==> src/rtl/lbp_host_mem_if.sv <==
// Host stream, encoder memory port and result stream of lbp_host_mem.
// master = host/encoder side, slave = the memory responder.
interface lbp_host_mem_if #(
  parameter int PIX_W  = 8,
  parameter int ADDR_W = 6
);
  logic              start;
  logic              in_valid;
  logic [PIX_W-1:0]  in_data;
  logic              in_ready;
  logic              enc_rst;
  logic [ADDR_W-1:0] gray_addr;
  logic              gray_req;
  logic [PIX_W-1:0]  gray_data;
  logic [ADDR_W-1:0] lbp_addr;
  logic              lbp_write;
  logic [PIX_W-1:0]  lbp_data;
  logic              finish;
  logic              out_valid;
  logic [PIX_W-1:0]  out_data;
  logic              out_ready;
  logic              done;
  logic              err;

  modport master (
    output start, in_valid, in_data, gray_addr, gray_req,
           lbp_addr, lbp_write, lbp_data, finish, out_ready,
    input  in_ready, enc_rst, gray_data, out_valid, out_data, done, err
  );

  modport slave (
    input  start, in_valid, in_data, gray_addr, gray_req,
           lbp_addr, lbp_write, lbp_data, finish, out_ready,
    output in_ready, enc_rst, gray_data, out_valid, out_data, done, err
  );
endinterface

==> src/rtl/lbp_host_mem.sv <==
// Gray-image / LBP-result memory responder between a host stream and the LBP encoder.
// Define LBP_HOST_FULL_FRAME_EN to drain all pixels (border as 0) instead of the interior only.
module lbp_host_mem #(
  parameter int IMG_W = 8,
  parameter int PIX_W = 8
) (
  input  logic          clk,
  input  logic          reset,
  lbp_host_mem_if.slave bus
);
  localparam int ROW_W  = $clog2(IMG_W);
  localparam int ADDR_W = 2 * ROW_W;
  localparam int NPIX   = IMG_W * IMG_W;

  typedef logic [ADDR_W-1:0] addr_t;
  typedef logic [PIX_W-1:0]  pix_t;
  typedef enum logic [2:0] {S_IDLE, S_LOAD, S_SERVE, S_DRAIN, S_DONE} state_e;

  localparam addr_t            LAST_PIX    = addr_t'(NPIX - 1);
  localparam logic [ROW_W-1:0] ROW_LAST    = ROW_W'(IMG_W - 1);
  localparam logic [ROW_W-1:0] COL_LAST_IN = ROW_W'(IMG_W - 2);
`ifdef LBP_HOST_FULL_FRAME_EN
  localparam addr_t DRAIN_FIRST = '0;
  localparam addr_t DRAIN_LAST  = addr_t'(NPIX - 1);
`else
  localparam addr_t DRAIN_FIRST = addr_t'(IMG_W + 1);
  localparam addr_t DRAIN_LAST  = addr_t'((IMG_W - 2) * IMG_W + IMG_W - 2);
`endif

  function automatic logic is_interior(input addr_t a);
    logic [ROW_W-1:0] row;
    logic [ROW_W-1:0] col;
    row = a[ADDR_W-1:ROW_W];
    col = a[ROW_W-1:0];
    return (row != '0) && (row != ROW_LAST) && (col != '0) && (col != ROW_LAST);
  endfunction

  function automatic addr_t drain_next(input addr_t a);
`ifdef LBP_HOST_FULL_FRAME_EN
    return a + addr_t'(1);
`else
    // From the last interior column hop over the right and next left border.
    return (a[ROW_W-1:0] == COL_LAST_IN) ? a + addr_t'(3) : a + addr_t'(1);
`endif
  endfunction

  state_e          state_q, state_d;
  addr_t           idx_q, idx_d;
  logic [NPIX-1:0] written_q, written_d;
  logic            err_q, err_d;
  logic [9:0]      rd_cnt_q, rd_cnt_d;
  addr_t           drain_addr_q, drain_addr_d;
  logic            out_valid_q, out_valid_d;
  pix_t            out_data_q, out_data_d;

  pix_t gray_mem [NPIX];
  pix_t lbp_mem  [NPIX];

  logic  load_fire;
  logic  wr_hit;
  logic  wr_border;
  logic  missing;
  addr_t drain_rd_addr;
  pix_t  drain_rd_val;

  always_comb begin
    load_fire = (state_q == S_LOAD) && bus.in_valid;
    wr_hit    = (state_q == S_SERVE) && bus.lbp_write && is_interior(bus.lbp_addr);
    wr_border = (state_q == S_SERVE) && bus.lbp_write && !is_interior(bus.lbp_addr);
  end

  // Next result to register; forwards a write landing in the finish cycle.
  always_comb begin
    drain_rd_addr = (state_q == S_SERVE) ? DRAIN_FIRST : drain_next(drain_addr_q);
    if (wr_hit && (bus.lbp_addr == drain_rd_addr)) begin
      drain_rd_val = bus.lbp_data;
    end else if (written_q[drain_rd_addr]) begin
      drain_rd_val = lbp_mem[drain_rd_addr];
    end else begin
      drain_rd_val = '0;
    end
  end

  // NOTE: every _d variable is given its hold value first so no latch is inferred.
  always_comb begin
    state_d      = state_q;
    idx_d        = idx_q;
    written_d    = written_q;
    err_d        = err_q;
    rd_cnt_d     = rd_cnt_q;
    drain_addr_d = drain_addr_q;
    out_valid_d  = out_valid_q;
    out_data_d   = out_data_q;
    missing      = 1'b0;
    case (state_q)
      S_IDLE: begin
        if (bus.start) begin
          state_d   = S_LOAD;
          idx_d     = '0;
          written_d = '0;
          err_d     = 1'b0;
          rd_cnt_d  = '0;
        end
      end
      S_LOAD: begin
        if (bus.in_valid) begin
          idx_d = idx_q + addr_t'(1);
          if (idx_q == LAST_PIX) state_d = S_SERVE;
        end
      end
      S_SERVE: begin
        if (bus.gray_req && (rd_cnt_q != '1)) rd_cnt_d = rd_cnt_q + 10'd1;
        if (wr_hit) written_d[bus.lbp_addr] = 1'b1;
        if (wr_border) err_d = 1'b1;
        if (bus.finish) begin
          for (int i = 0; i < NPIX; i++) begin
            if (is_interior(addr_t'(i)) && !written_d[i]) missing = 1'b1;
          end
          if (missing) err_d = 1'b1;
          state_d      = S_DRAIN;
          drain_addr_d = DRAIN_FIRST;
          out_valid_d  = 1'b1;
          out_data_d   = drain_rd_val;
        end
      end
      S_DRAIN: begin
        if (out_valid_q && bus.out_ready) begin
          if (drain_addr_q == DRAIN_LAST) begin
            state_d     = S_DONE;
            out_valid_d = 1'b0;
            out_data_d  = '0;
          end else begin
            drain_addr_d = drain_rd_addr;
            out_data_d   = drain_rd_val;
          end
        end
      end
      S_DONE:  state_d = S_IDLE;
      default: state_d = S_IDLE;
    endcase
  end

  // NOTE: sequential state uses non-blocking assignments only; blocking stays in always_comb.
  always_ff @(posedge clk) begin
    if (!reset) begin
      state_q      <= S_IDLE;
      idx_q        <= '0;
      written_q    <= '0;
      err_q        <= 1'b0;
      rd_cnt_q     <= '0;
      drain_addr_q <= '0;
      out_valid_q  <= 1'b0;
      out_data_q   <= '0;
    end else begin
      state_q      <= state_d;
      idx_q        <= idx_d;
      written_q    <= written_d;
      err_q        <= err_d;
      rd_cnt_q     <= rd_cnt_d;
      drain_addr_q <= drain_addr_d;
      out_valid_q  <= out_valid_d;
      out_data_q   <= out_data_d;
    end
  end

  // NOTE: the memories are not reset; the written bitmap marks which results are valid.
  always_ff @(posedge clk) begin
    if (reset && load_fire) gray_mem[idx_q] <= bus.in_data;
    if (reset && wr_hit)    lbp_mem[bus.lbp_addr] <= bus.lbp_data;
  end

  assign bus.in_ready  = (state_q == S_LOAD);
  assign bus.enc_rst   = (state_q != S_SERVE);
  assign bus.gray_data = gray_mem[bus.gray_addr];
  assign bus.out_valid = out_valid_q;
  assign bus.out_data  = out_data_q;
  assign bus.done      = (state_q == S_DONE);
  assign bus.err       = err_q;
endmodule

==> src/flat_wrapper.sv <==
// flat-port wrapper written by rule: the top's interface ports become plain ports
module lbp_host_mem_flat 
#(
  parameter int IMG_W = 8,
  parameter int PIX_W = 8
)
  (clk, reset, bus_start, bus_in_valid, bus_in_data, bus_gray_addr, bus_gray_req, bus_lbp_addr, bus_lbp_write, bus_lbp_data, bus_finish, bus_out_ready, bus_in_ready, bus_enc_rst, bus_gray_data, bus_out_valid, bus_out_data, bus_done, bus_err);
  lbp_host_mem_if #(.PIX_W(PIX_W), .ADDR_W(6)) bus_i ();
  input  logic clk;
  input  logic reset;
  input wire logic [$bits(bus_i.start)-1:0] bus_start;
  input wire logic [$bits(bus_i.in_valid)-1:0] bus_in_valid;
  input wire logic [$bits(bus_i.in_data)-1:0] bus_in_data;
  input wire logic [$bits(bus_i.gray_addr)-1:0] bus_gray_addr;
  input wire logic [$bits(bus_i.gray_req)-1:0] bus_gray_req;
  input wire logic [$bits(bus_i.lbp_addr)-1:0] bus_lbp_addr;
  input wire logic [$bits(bus_i.lbp_write)-1:0] bus_lbp_write;
  input wire logic [$bits(bus_i.lbp_data)-1:0] bus_lbp_data;
  input wire logic [$bits(bus_i.finish)-1:0] bus_finish;
  input wire logic [$bits(bus_i.out_ready)-1:0] bus_out_ready;
  output wire logic [$bits(bus_i.in_ready)-1:0] bus_in_ready;
  output wire logic [$bits(bus_i.enc_rst)-1:0] bus_enc_rst;
  output wire logic [$bits(bus_i.gray_data)-1:0] bus_gray_data;
  output wire logic [$bits(bus_i.out_valid)-1:0] bus_out_valid;
  output wire logic [$bits(bus_i.out_data)-1:0] bus_out_data;
  output wire logic [$bits(bus_i.done)-1:0] bus_done;
  output wire logic [$bits(bus_i.err)-1:0] bus_err;
  assign bus_i.start = bus_start;
  assign bus_i.in_valid = bus_in_valid;
  assign bus_i.in_data = bus_in_data;
  assign bus_i.gray_addr = bus_gray_addr;
  assign bus_i.gray_req = bus_gray_req;
  assign bus_i.lbp_addr = bus_lbp_addr;
  assign bus_i.lbp_write = bus_lbp_write;
  assign bus_i.lbp_data = bus_lbp_data;
  assign bus_i.finish = bus_finish;
  assign bus_i.out_ready = bus_out_ready;
  assign bus_in_ready = bus_i.in_ready;
  assign bus_enc_rst = bus_i.enc_rst;
  assign bus_gray_data = bus_i.gray_data;
  assign bus_out_valid = bus_i.out_valid;
  assign bus_out_data = bus_i.out_data;
  assign bus_done = bus_i.done;
  assign bus_err = bus_i.err;
  lbp_host_mem #(.IMG_W(IMG_W), .PIX_W(PIX_W)) u_core (.clk(clk), .reset(reset), .bus(bus_i));
endmodule
==> config.mk <==
export PLATFORM = sky130hd
export DESIGN_NAME = lbp_host_mem_flat
export DESIGN_NICKNAME = d
export VERILOG_FILES = /design/src/rtl/lbp_host_mem_if.sv /design/src/rtl/lbp_host_mem.sv /design/src/flat_wrapper.sv
export SDC_FILE = /design/constraint.sdc
export NUM_CORES = 1
export LEC_CHECK = 0
export ABC_AREA = 1
export CAP_MARGIN = 20
export CORE_MARGIN = 2
export CORE_UTILIZATION = 30
export CTS_CLUSTER_SIZE = 20
export DETAILED_ROUTE_END_ITERATION = 8
export GPL_ROUTABILITY_DRIVEN = 0
export SKIP_LAST_GASP = 1
export SLEW_MARGIN = 0
export SYNTH_ARGS = -nofsm -noshare
export SYNTH_HDL_FRONTEND = slang
export SYNTH_SLANG_ARGS = --single-unit
==> constraint.sdc <==
create_clock -name clk -period 4.15 [get_ports clk]
set_clock_uncertainty 0.15 [all_clocks]
set_input_delay 0.83 -clock clk [delete_from_list [all_inputs] [get_ports clk]]
set_output_delay 0.83 -clock clk [all_outputs]
set_load 0.01 [all_outputs]
==> impl_metrics.ini <==
[sta]
period_minus_slack_ns = 4.17
rsz0062_at_grt = yes
worstMarginPinSlew_ns = 1.07
fin_ws_ns = -0.0220
slew_headroom_pct = 28.4
finalHoldViolations = 0
finalMaxSlewViolations = 0
max_freq_mhz = 240
period_share_pct = 101
setup_viol = 1

[die]
die_width_um = 395
core_um2 = 152000
dieHeight_um = 395
die_area_um2 = 156000
start_util_pct = 30.2
rows = 143
io_pins = 57

[synthesis]
yosys-top-cells-area = edfxtp_1 67%, nand3_1 6.6%, nand2_1 5.8%
synthSimpleGateAreaFrac_pct = 17.4
synth_most_common_cell = edfxtp_1
yosys_warnings = 0
synthTopCellsByCount = 1,024 x edfxtp_1, 710 x nand2_1, 603 x nand3_1
synth_cells = 4012
yosysSeqAreaShare_pct = 71.0
ys_seq_elements = 1113
synth.distinct_cells = 41
synthFlopType = edfxtp_1
netlist.area_leader.share_pct = 67.1
synth_compound_area_share_pct = 7.85
synth_xor_area_share_pct = 0
syn_avg_cell_area_um2 = 11.4
syn_area_um2 = 45800
synth_top_family_by_area = simple AND/OR/NAND/NOR gates
synthMuxAreaShare_pct = 0
synthAdderAreaFrac_pct = 0.0983
async_reset_ff_share_pct = 0
synth_edf_count = 1024
synth_top_cell_by_area = edfxtp_1

[critical_path]
crit_path_end_kind = primary output
cp.required_ns = 3.17
start_kind = input port
arrival_ns = 3.19
critPathKind = in2out
crit_fanout = 50

[final_layout]
area_growth_pct = 18.5
final_cells = 6501
layout.nets = 4418
ff_latch_area_um2 = 32500
multi_input_area_um2 = 12600
fillers = 14800
layout-drive-gt1-share_pct = 10.1

[placed_design]
dp_hpwl_um = 71400
port_buffers = 55
dp_cells = 6297

[status]
violations = setup timing
status = complete, but fails checks

[grt]
grt_util_all_layers_pct = 15.1
busiest_layer = met2
overflow = 0
use_met3_pct = 2.49
grt_pass1_wl_um = 183000
antenna_found_initial = 1
use_met2_pct = 24.3
use_met1_pct = 20.8
grt_max_degree = 183
grt_pass1_vias = 30300

[drt]
viasPerCell = 4.86
drt-total-wl_um = 121000
drc_errors = 0
wl_per_cell_um = 18.6
ant_nets = 0
dr.pass1.iters = 5
drt_iter0_drc = 3238
vias = 31600

[clocking]
cts_tree = built
numCtsBuffers = 108
numClockSinks = 1113
clk_latency_ns = 0.70
htreeDepth = 3
clockBufferDepth = 3
ctsRootBufferMaster = clkbuf_16
path_clk_slew_ns = 0.06
holdBufCountCts = 0

[power_and_ir_drop]
peakVddDrop_mv = 0.388
leakagePower_nw = 18.9
power.density_nw_per_um2 = 483
total_power_mw = 26.2

[job]
maxCapViolations = 0

[worst_hold_path]
min_path_type = reg2reg
[worst max-delay path: stages]
cell and delay, ns:
buf_6 0.12, buf_12 0.17, o21ai_0 0.22, o22ai_1 0.14, o21ai_0 0.18, buf_4 0.14
o22ai_1 0.06, buf_4 0.14, o211ai_1 0.46, nand2_1 0.16, clkdlybuf4s50_1 0.51
[state kept, by name, indices dropped and copies added (netlist names)]
| signal | count |
|---|---|
| u_core.bus.err | 1 |
| u_core.bus.out_data | 8 |
| u_core.bus.out_valid | 1 |
| u_core.drain_addr_q | 6 |
| u_core.gray_mem | 512 |
| u_core.idx_q | 6 |
| u_core.lbp_mem | 512 |
| u_core.state_q | 3 |
| u_core.written_q | 64 |
[cell usage in the layout (no fill, tap or decap), types with 14 or more instances in the layout]
cell type	count
edfxtp_1	1024
nand2_1	706
nand3_1	603
nor2_1	520
o21ai_0	332
conb_1	224
buf_4	197
o22ai_1	135
inv_1	110
clkbuf_16	110
dfxtp_1	88
o211ai_1	34
clkdlybuf4s50_1	34
buf_12	34
clkinv_1	32
o21a_1	32
a31oi_1	29
clkbuf_1	28
a21oi_1	25
o221ai_1	19
buf_2	17
clkinv_2	15
nor3_1	14
[final cells by class]
class | instances | area share [%]
Antenna cell | 2 | 0.00921
Clock buffer | 139 | 5.24
Clock inverter | 61 | 1.09
Inverter | 132 | 0.944
Multi-Input combinational cell | 2732 | 23.1
Sequential cell | 1113 | 59.9
Tap cell | 2030 | 4.68
Timing Repair Buffer | 292 | 5.02
[cell families after synthesis]
family                   after synthesis
AND/OR/NAND/NOR                     1882
flip-flops                          1113
AO/OA/AOI/OAI                        623
buffers and inverters                390
adder cells (fa/ha/maj)                3
other                                  1
[per-layer routing]
metal  wire length (um)  up-vias
li1                   -    14900
met1              52700    15400
met2              56700     1067
met3               8150      203
met4               3570        0
met5                  0        -
[per-stage QoR]
| step | utilization (%) | setup TNS (ns) | instance area, um2 | hold WS [ns] | setup slack [ns] |
|---|---|---|---|---|---|
| after global routing | 35.8 | -0.0258 | 54300 | 0.332 | -0.0148 |
| after global placement | 33.4 | 0 | 50800 | 0.294 | 0.0332 |
| after detailed placement | 33.4 | 0 | 50800 | 0.300 | 0.0287 |
| after CTS | 35.7 | 0 | 54200 | 0.311 | 0.0276 |
| final | 35.8 | -0.0220 | 54300 | 0.306 | -0.0220 |
| after floorplan | - | 0 | 46700 | 0.286 | 0.865 |
[power breakdown]
| part | switching (mW) | internal (mW) | total [mW] |
|---|---|---|---|
| clock network | 4.23 | 5.41 | 9.64 |
| logic | 2.90 | 1.14 | 4.04 |
| registers | 0.0762 | 12.5 | 12.5 |
[worst paths after layout]
kind | start | to | depth (start not counted) | slack (ns)
worst min register to register | u_core.written_q[40] | u_core.written_q[40] | 2 | 0.31
worst max-delay path | bus_gray_addr[0] | bus_gray_data[6] | 11 | -0.02
worst min-delay path | u_core.written_q[40] | u_core.written_q[40] | 2 | 0.31
worst max register to register | u_core.drain_addr_q[2] | u_core.bus.out_data[6] | 15 | 0.53
[repair_timing]
item,in CTS,in global routing
setup endpoints to repair,0,8
setup buffers,0,0
resized for setup,0,17
(Power assumes the default switching activity.)
